==> src/rtl/proc_fetch_unit_pkg.sv <==
// rtl/proc_fetch_unit_pkg.sv - shared constants and queue entry type for the fetch unit
package proc_fetch_unit_pkg;

  localparam logic [31:0] RESET_PC_DEFAULT = 32'h0000_0200;
  localparam logic [31:0] NOP_BUBBLE       = 32'h0000_0000;
  localparam int          QDEPTH_DEFAULT   = 2;

  typedef struct packed {
    logic [31:0] pc;
    logic [31:0] inst;
    logic        filled;
  } fq_entry_t;

endpackage

==> src/rtl/proc_fetch_unit_fetch_queue.sv <==
// rtl/proc_fetch_unit_fetch_queue.sv - allocate-at-issue fetch queue filled by in-order responses
module fetch_queue
  import proc_fetch_unit_pkg::*;
#(
  parameter  int QDEPTH = QDEPTH_DEFAULT,
  localparam int PW     = (QDEPTH > 1) ? $clog2(QDEPTH) : 1,
  localparam int CW     = $clog2(QDEPTH + 1)
) (
  input  logic          clk,
  input  logic          rst,
  input  logic          i_flush,
  input  logic          i_alloc,
  input  logic [31:0]   i_alloc_pc,
  input  logic          i_fill,
  input  logic [31:0]   i_fill_inst,
  input  logic          i_pop,
  output logic          o_head_filled,
  output logic [31:0]   o_head_pc,
  output logic [31:0]   o_head_inst,
  output logic [CW-1:0] o_alloc_cnt,
  output logic [CW-1:0] o_unfilled_cnt
);

  fq_entry_t     r_q [QDEPTH];
  logic [PW-1:0] r_head;
  logic [PW-1:0] r_fptr;
  logic [PW-1:0] r_tail;
  logic [CW-1:0] r_alloc_cnt;
  logic [CW-1:0] r_unfilled_cnt;

  function automatic logic [PW-1:0] ptr_inc(input logic [PW-1:0] p);
    return (p == PW'(QDEPTH - 1)) ? '0 : p + 1'b1;
  endfunction

  // Alloc (tail), fill (oldest unfilled) and pop (filled head) never target the same slot.
  always_ff @(posedge clk) begin
    if (rst || i_flush) begin
      r_head         <= '0;
      r_fptr         <= '0;
      r_tail         <= '0;
      r_alloc_cnt    <= '0;
      r_unfilled_cnt <= '0;
      for (int i = 0; i < QDEPTH; i++) r_q[i].filled <= 1'b0;
    end else begin
      if (i_alloc) begin
        r_q[r_tail] <= '{pc: i_alloc_pc, inst: NOP_BUBBLE, filled: 1'b0};
        r_tail      <= ptr_inc(r_tail);
      end
      if (i_fill) begin
        r_q[r_fptr].inst   <= i_fill_inst;
        r_q[r_fptr].filled <= 1'b1;
        r_fptr             <= ptr_inc(r_fptr);
      end
      if (i_pop) begin
        r_q[r_head].filled <= 1'b0;
        r_head             <= ptr_inc(r_head);
      end
      r_alloc_cnt    <= r_alloc_cnt + CW'(i_alloc) - CW'(i_pop);
      r_unfilled_cnt <= r_unfilled_cnt + CW'(i_alloc) - CW'(i_fill);
    end
  end

  assign o_head_filled  = r_q[r_head].filled;
  assign o_head_pc      = r_q[r_head].pc;
  assign o_head_inst    = r_q[r_head].inst;
  assign o_alloc_cnt    = r_alloc_cnt;
  assign o_unfilled_cnt = r_unfilled_cnt;

endmodule

==> src/rtl/proc_fetch_unit.sv <==
// rtl/proc_fetch_unit.sv - stage-F fetch engine: PC, imem val/rdy issue, drop counter, D registers
module proc_fetch_unit
  import proc_fetch_unit_pkg::*;
#(
  parameter logic [31:0] RESET_PC = RESET_PC_DEFAULT,
  parameter int          QDEPTH   = QDEPTH_DEFAULT
) (
  input  logic        clk,
  input  logic        rst,
  input  logic        reg_en_F,
  input  logic        redirect_val,
  input  logic [31:0] redirect_pc,
  output logic        imemreq_val,
  input  logic        imemreq_rdy,
  output logic [31:0] imemreq_addr,
  input  logic        imemresp_val,
  input  logic [31:0] imemresp_data,
  output logic [31:0] inst_D,
  output logic [31:0] pc_D,
  output logic        inst_val_D
);

  localparam int CW = $clog2(QDEPTH + 1);
  localparam int DW = $clog2(2 * QDEPTH + 1);

  logic [31:0]   r_pc_f;
  logic [DW-1:0] r_drop_cnt;
  logic [31:0]   r_inst_d;
  logic [31:0]   r_pc_d;
  logic          r_inst_val_d;

  logic          w_req_fire;
  logic          w_fill;
  logic          w_pop;
  logic          w_head_filled;
  logic [31:0]   w_head_pc;
  logic [31:0]   w_head_inst;
  logic [CW-1:0] w_alloc_cnt;
  logic [CW-1:0] w_unfilled_cnt;

  assign imemreq_val  = ~rst & ~redirect_val & (w_alloc_cnt < CW'(QDEPTH));
  assign imemreq_addr = r_pc_f;
  assign w_req_fire   = imemreq_val & imemreq_rdy;
  assign w_fill       = imemresp_val & (r_drop_cnt == '0);
  assign w_pop        = reg_en_F & w_head_filled & ~redirect_val;

  fetch_queue #(.QDEPTH(QDEPTH)) u_fetch_queue (
    .clk            (clk),
    .rst            (rst),
    .i_flush        (redirect_val),
    .i_alloc        (w_req_fire),
    .i_alloc_pc     (r_pc_f),
    .i_fill         (w_fill),
    .i_fill_inst    (imemresp_data),
    .i_pop          (w_pop),
    .o_head_filled  (w_head_filled),
    .o_head_pc      (w_head_pc),
    .o_head_inst    (w_head_inst),
    .o_alloc_cnt    (w_alloc_cnt),
    .o_unfilled_cnt (w_unfilled_cnt)
  );

  always_ff @(posedge clk) begin
    if (rst) begin
      r_pc_f <= RESET_PC;
    end else if (redirect_val) begin
      r_pc_f <= redirect_pc;
    end else if (w_req_fire) begin
      r_pc_f <= r_pc_f + 32'd4;
    end
  end

  // Any response in the redirect cycle retires one outstanding request, live or already stale.
  always_ff @(posedge clk) begin
    if (rst) begin
      r_drop_cnt <= '0;
    end else begin
      if (imemresp_val && r_drop_cnt == '0)
        assert (w_unfilled_cnt != '0) else $error("fetch: response with no outstanding request");
      if (redirect_val) begin
        r_drop_cnt <= r_drop_cnt + DW'(w_unfilled_cnt) - DW'(imemresp_val);
      end else if (imemresp_val && r_drop_cnt != '0) begin
        r_drop_cnt <= r_drop_cnt - 1'b1;
      end
    end
  end

  always_ff @(posedge clk) begin
    if (rst) begin
      r_inst_d     <= NOP_BUBBLE;
      r_pc_d       <= '0;
      r_inst_val_d <= 1'b0;
    end else if (redirect_val) begin
      r_inst_d     <= NOP_BUBBLE;
      r_inst_val_d <= 1'b0;
    end else if (reg_en_F) begin
      if (w_head_filled) begin
        r_inst_d     <= w_head_inst;
        r_pc_d       <= w_head_pc;
        r_inst_val_d <= 1'b1;
      end else begin
        r_inst_d     <= NOP_BUBBLE;
        r_inst_val_d <= 1'b0;
      end
    end
  end

  assign inst_D     = r_inst_d;
  assign pc_D       = r_pc_d;
  assign inst_val_D = r_inst_val_d;

endmodule

==> config.mk <==
export PLATFORM = sky130hd
export DESIGN_NAME = proc_fetch_unit
export DESIGN_NICKNAME = d
export VERILOG_FILES = /design/src/rtl/proc_fetch_unit_pkg.sv /design/src/rtl/proc_fetch_unit_fetch_queue.sv /design/src/rtl/proc_fetch_unit.sv
export SDC_FILE = /design/constraint.sdc
export NUM_CORES = 1
export LEC_CHECK = 0
export CAP_MARGIN = 15
export CORE_MARGIN = 3
export CORE_UTILIZATION = 57
export CTS_CLUSTER_SIZE = 20
export DETAILED_ROUTE_END_ITERATION = 8
export GPL_TIMING_DRIVEN = 0
export PLACE_DENSITY = 0.81
export SLEW_MARGIN = 20
export SYNTH_ARGS = -nofsm -noshare
export SYNTH_HDL_FRONTEND = slang
export SYNTH_HIERARCHICAL = 1
export SYNTH_SLANG_ARGS = --single-unit
export TNS_END_PERCENT = 50
==> constraint.sdc <==
create_clock -name clk -period 14.7 [get_ports clk]
set_input_delay 2.94 -clock clk [delete_from_list [all_inputs] [get_ports clk]]
set_output_delay 2.94 -clock clk [all_outputs]
set_load 0.005 [all_outputs]
==> flow_summary.json <==
{
  "status": "finished clean",
  "grt_overflow_total": 0,
  "fp.dieW_um": 139,
  "cp.required_ns": 11.76,
  "tritoncts": "done",
  "grt_use_met3": 0.0466,
  "rsz0062_at_grt": "false",
  "post-dp-hpwl_um": 17300,
  "io_pins": 168,
  "ant_nets": 0,
  "cts-root-buf": "clkbuf_16",
  "ys_ff_latch": 238,
  "swShare": 0.231,
  "grt_max_degree": 33,
  "antenna_found_initial": 0,
  "power_mw": 1.51,
  "crit_type": "in -> out",
  "grt_pass1_wl_um": 40300,
  "netlist_area_um2": 10100,
  "clock_path_buffers": 3,
  "ir_worst_vdd_uv": 109,
  "netSwitchingPower_uw": 348,
  "power.share.combinational": 0.098,
  "fin_ws_ns": 6.23,
  "wl_per_cell_um": 19.1,
  "async_flop_share": 0,
  "vias": 7595,
  "p_int_mw": 1.16,
  "cp_max_fo": 10,
  "r2r_setup_slack_ns": 11.31,
  "ys.flop_type": "edfxtp_1",
  "ctsHtreeMaxLevel": 1,
  "start_kind": "primary input",
  "ys_types": 57,
  "gp_congestion": 0.858,
  "clk_latency_ns": 0.52,
  "fmax_mhz": 118,
  "worst_slew_margin_rel": 0.435,
  "whs_path_depth": 2,
  "drtIter0Drc": 583,
  "area_growth_pct": 28.4,
  "endpoint_kind": "primary output",
  "cts_resized": 0,
  "place_ws_ns": 6.23,
  "power_density_nw_per_um2": 117,
  "fin_hold_ws_ns": 0.455,
  "syn_avg_cell_area_um2": 11.4,
  "leakagePower_nw": 4.58,
  "setup_viol": 0,
  "reg2reg_depth": 13,
  "syn_inst": 884,
  "fin_nets": 1162,
  "start_util": 0.594,
  "finalCriticalPeriod_ns": 8.47,
  "pwr-share-seq": 0.490,
  "met1_usage": 0.349,
  "core-area_um2": 16900,
  "hp-start": "pc_D[12]",
  "antennaDiodeCount": 0,
  "slew_viol_final": 0,
  "synth_edf_count": 128,
  "hold_end": "pc_D[12]",
  "yosysWarnings": 6,
  "layout_common_cells": "167 x clkdlybuf4s50_1, 128 x edfxtp_1, 110 x dfxtp_1",
  "die_area_um2": 19300,
  "num_rows": 47,
  "clock-sinks": 238,
  "cts_buffers": 25,
  "p_clk_frac": 0.412,
  "clk_pin_slew_worst_paths_ns": 0.06,
  "crit_arrival_ns": 5.53,
  "finalSetupTns_ns": 0,
  "hold_class": "reg -> reg",
  "use_met2": 0.426,
  "io_buffers": 167,
  "tightest_slew_ns": 0.847,
  "grt_pass1_vias": 7557,
  "die_y_um": 139,
  "maxCapViolCount": 0,
  "drt-total-wl_um": 25300,
  "grtUsageTotal": 0.257,
  "mostFrequentLayoutCell": "clkdlybuf4s50_1",
  "syn-num-nets": 965,
  "drc": 0,
  "reg2reg_to": "u_fetch_queue/o_alloc_cnt[1]",
  "first_pass_iters": 5,
  "busiest_layer": "met2",
  "synth-seq-area-share": 0.601,
  "clock_skew_ns": 0.0203,
  "cts_hold_buf": 0,
  "post_cts_buffers": 0,
  "viasPerCell": 5.75,
  "hold_viol_final": 0,
  "drive_above_1_share": 0.123,
  "finalCritPeriodShare": 0.576
}
-- cell type report --
type	count	area (um^2)
Sequential cell	238	6050
Fill cell	1158	4010
Multi-Input combinational cell	571	3690
Timing Repair Buffer	170	1750
Clock buffer	36	707
Buffer	57	278
Tap cell	220	275
Clock inverter	10	108
Inverter	18	67.6
-- synth_stat cells, drive strengths merged (19+ instances only) --
master | n | share of area
edfxtp | 128 | 0.38
nand4 | 19 | 0.012
a21oi | 71 | 0.035
nand2 | 91 | 0.034
buf | 20 | 0.014
and2 | 44 | 0.027
dfxtp | 110 | 0.22
nor2b | 35 | 0.022
clkbuf | 37 | 0.014
nor2 | 64 | 0.025
and3 | 35 | 0.022
mux2 | 67 | 0.075
-- state kept, by name (all words and copies together), names as in the netlist, named ones only --
| name | cells |
|---|---|
| inst_val_D | 1 |
| u_fetch_queue/r_tail | 1 |
| u_fetch_queue/r_fptr | 1 |
| r_drop_cnt | 3 |
| inst_D | 32 |
| pc_D | 32 |
| u_fetch_queue/r_head | 1 |
| u_fetch_queue/o_unfilled_cnt | 2 |
| u_fetch_queue/o_alloc_cnt | 2 |
| u_fetch_queue/r_q | 130 |
| imemreq_addr | 32 |
-- worst max-delay path by stage --
stage	from	endpoint	slack [ns]	cells after the start
global route	redirect_val	imemreq_val	6.10	7
finish	redirect_val	imemreq_val	6.23	7
CTS	redirect_val	imemreq_val	6.22	7
detailed placement	redirect_val	imemreq_val	6.23	7
global placement	rst	u_fetch_queue/r_q[0][21]	5.83	8
floorplan	redirect_val	imemreq_val	7.88	5
-- power by group through the flow --
stage                     Sequential (mW)  Combinational, mW  Clock (mW)
after floorplan                     0.749             0.0784           0
after global placement              0.753              0.141           0
after detailed placement            0.753              0.146           0
after CTS                           0.739              0.147       0.629
after global routing                0.742              0.162       0.658
final                               0.740              0.148       0.621
-- kinds of logic after synthesis --
family,synth area share
DFF,0.601
buffers and inverters,0.0343
xor gates and xnor gates,0.0131
muxes,0.0769
and+or+nand+nor,0.183
adders and majority gates,0.0144
AOI/OAI and AO/OA,0.0774
-- worst max-delay path: stages --
cell	delay, ns
clkdlybuf4s50_1	0.53
clkbuf_1	0.41
or2_2	0.20
clkbuf_1	0.34
clkbuf_1	0.51
nor2_1	0.10
clkdlybuf4s50_1	0.50
-- routing by layer --
layer  wire, um  share of wire
met5          0              0
met1      10600           0.42
met4        661          0.026
met2      12200           0.48
met3       1780          0.070
-- stage by stage --
step                area (um^2)  std cells   util
floorplan                 10100        884      -
global placement          12000       1271  0.709
detailed placement        12100       1274  0.715
CTS                       12900       1320  0.763
global route              12900       1320  0.763
finish                    12900       1320  0.763
Power figures use the tool's default switching activity.
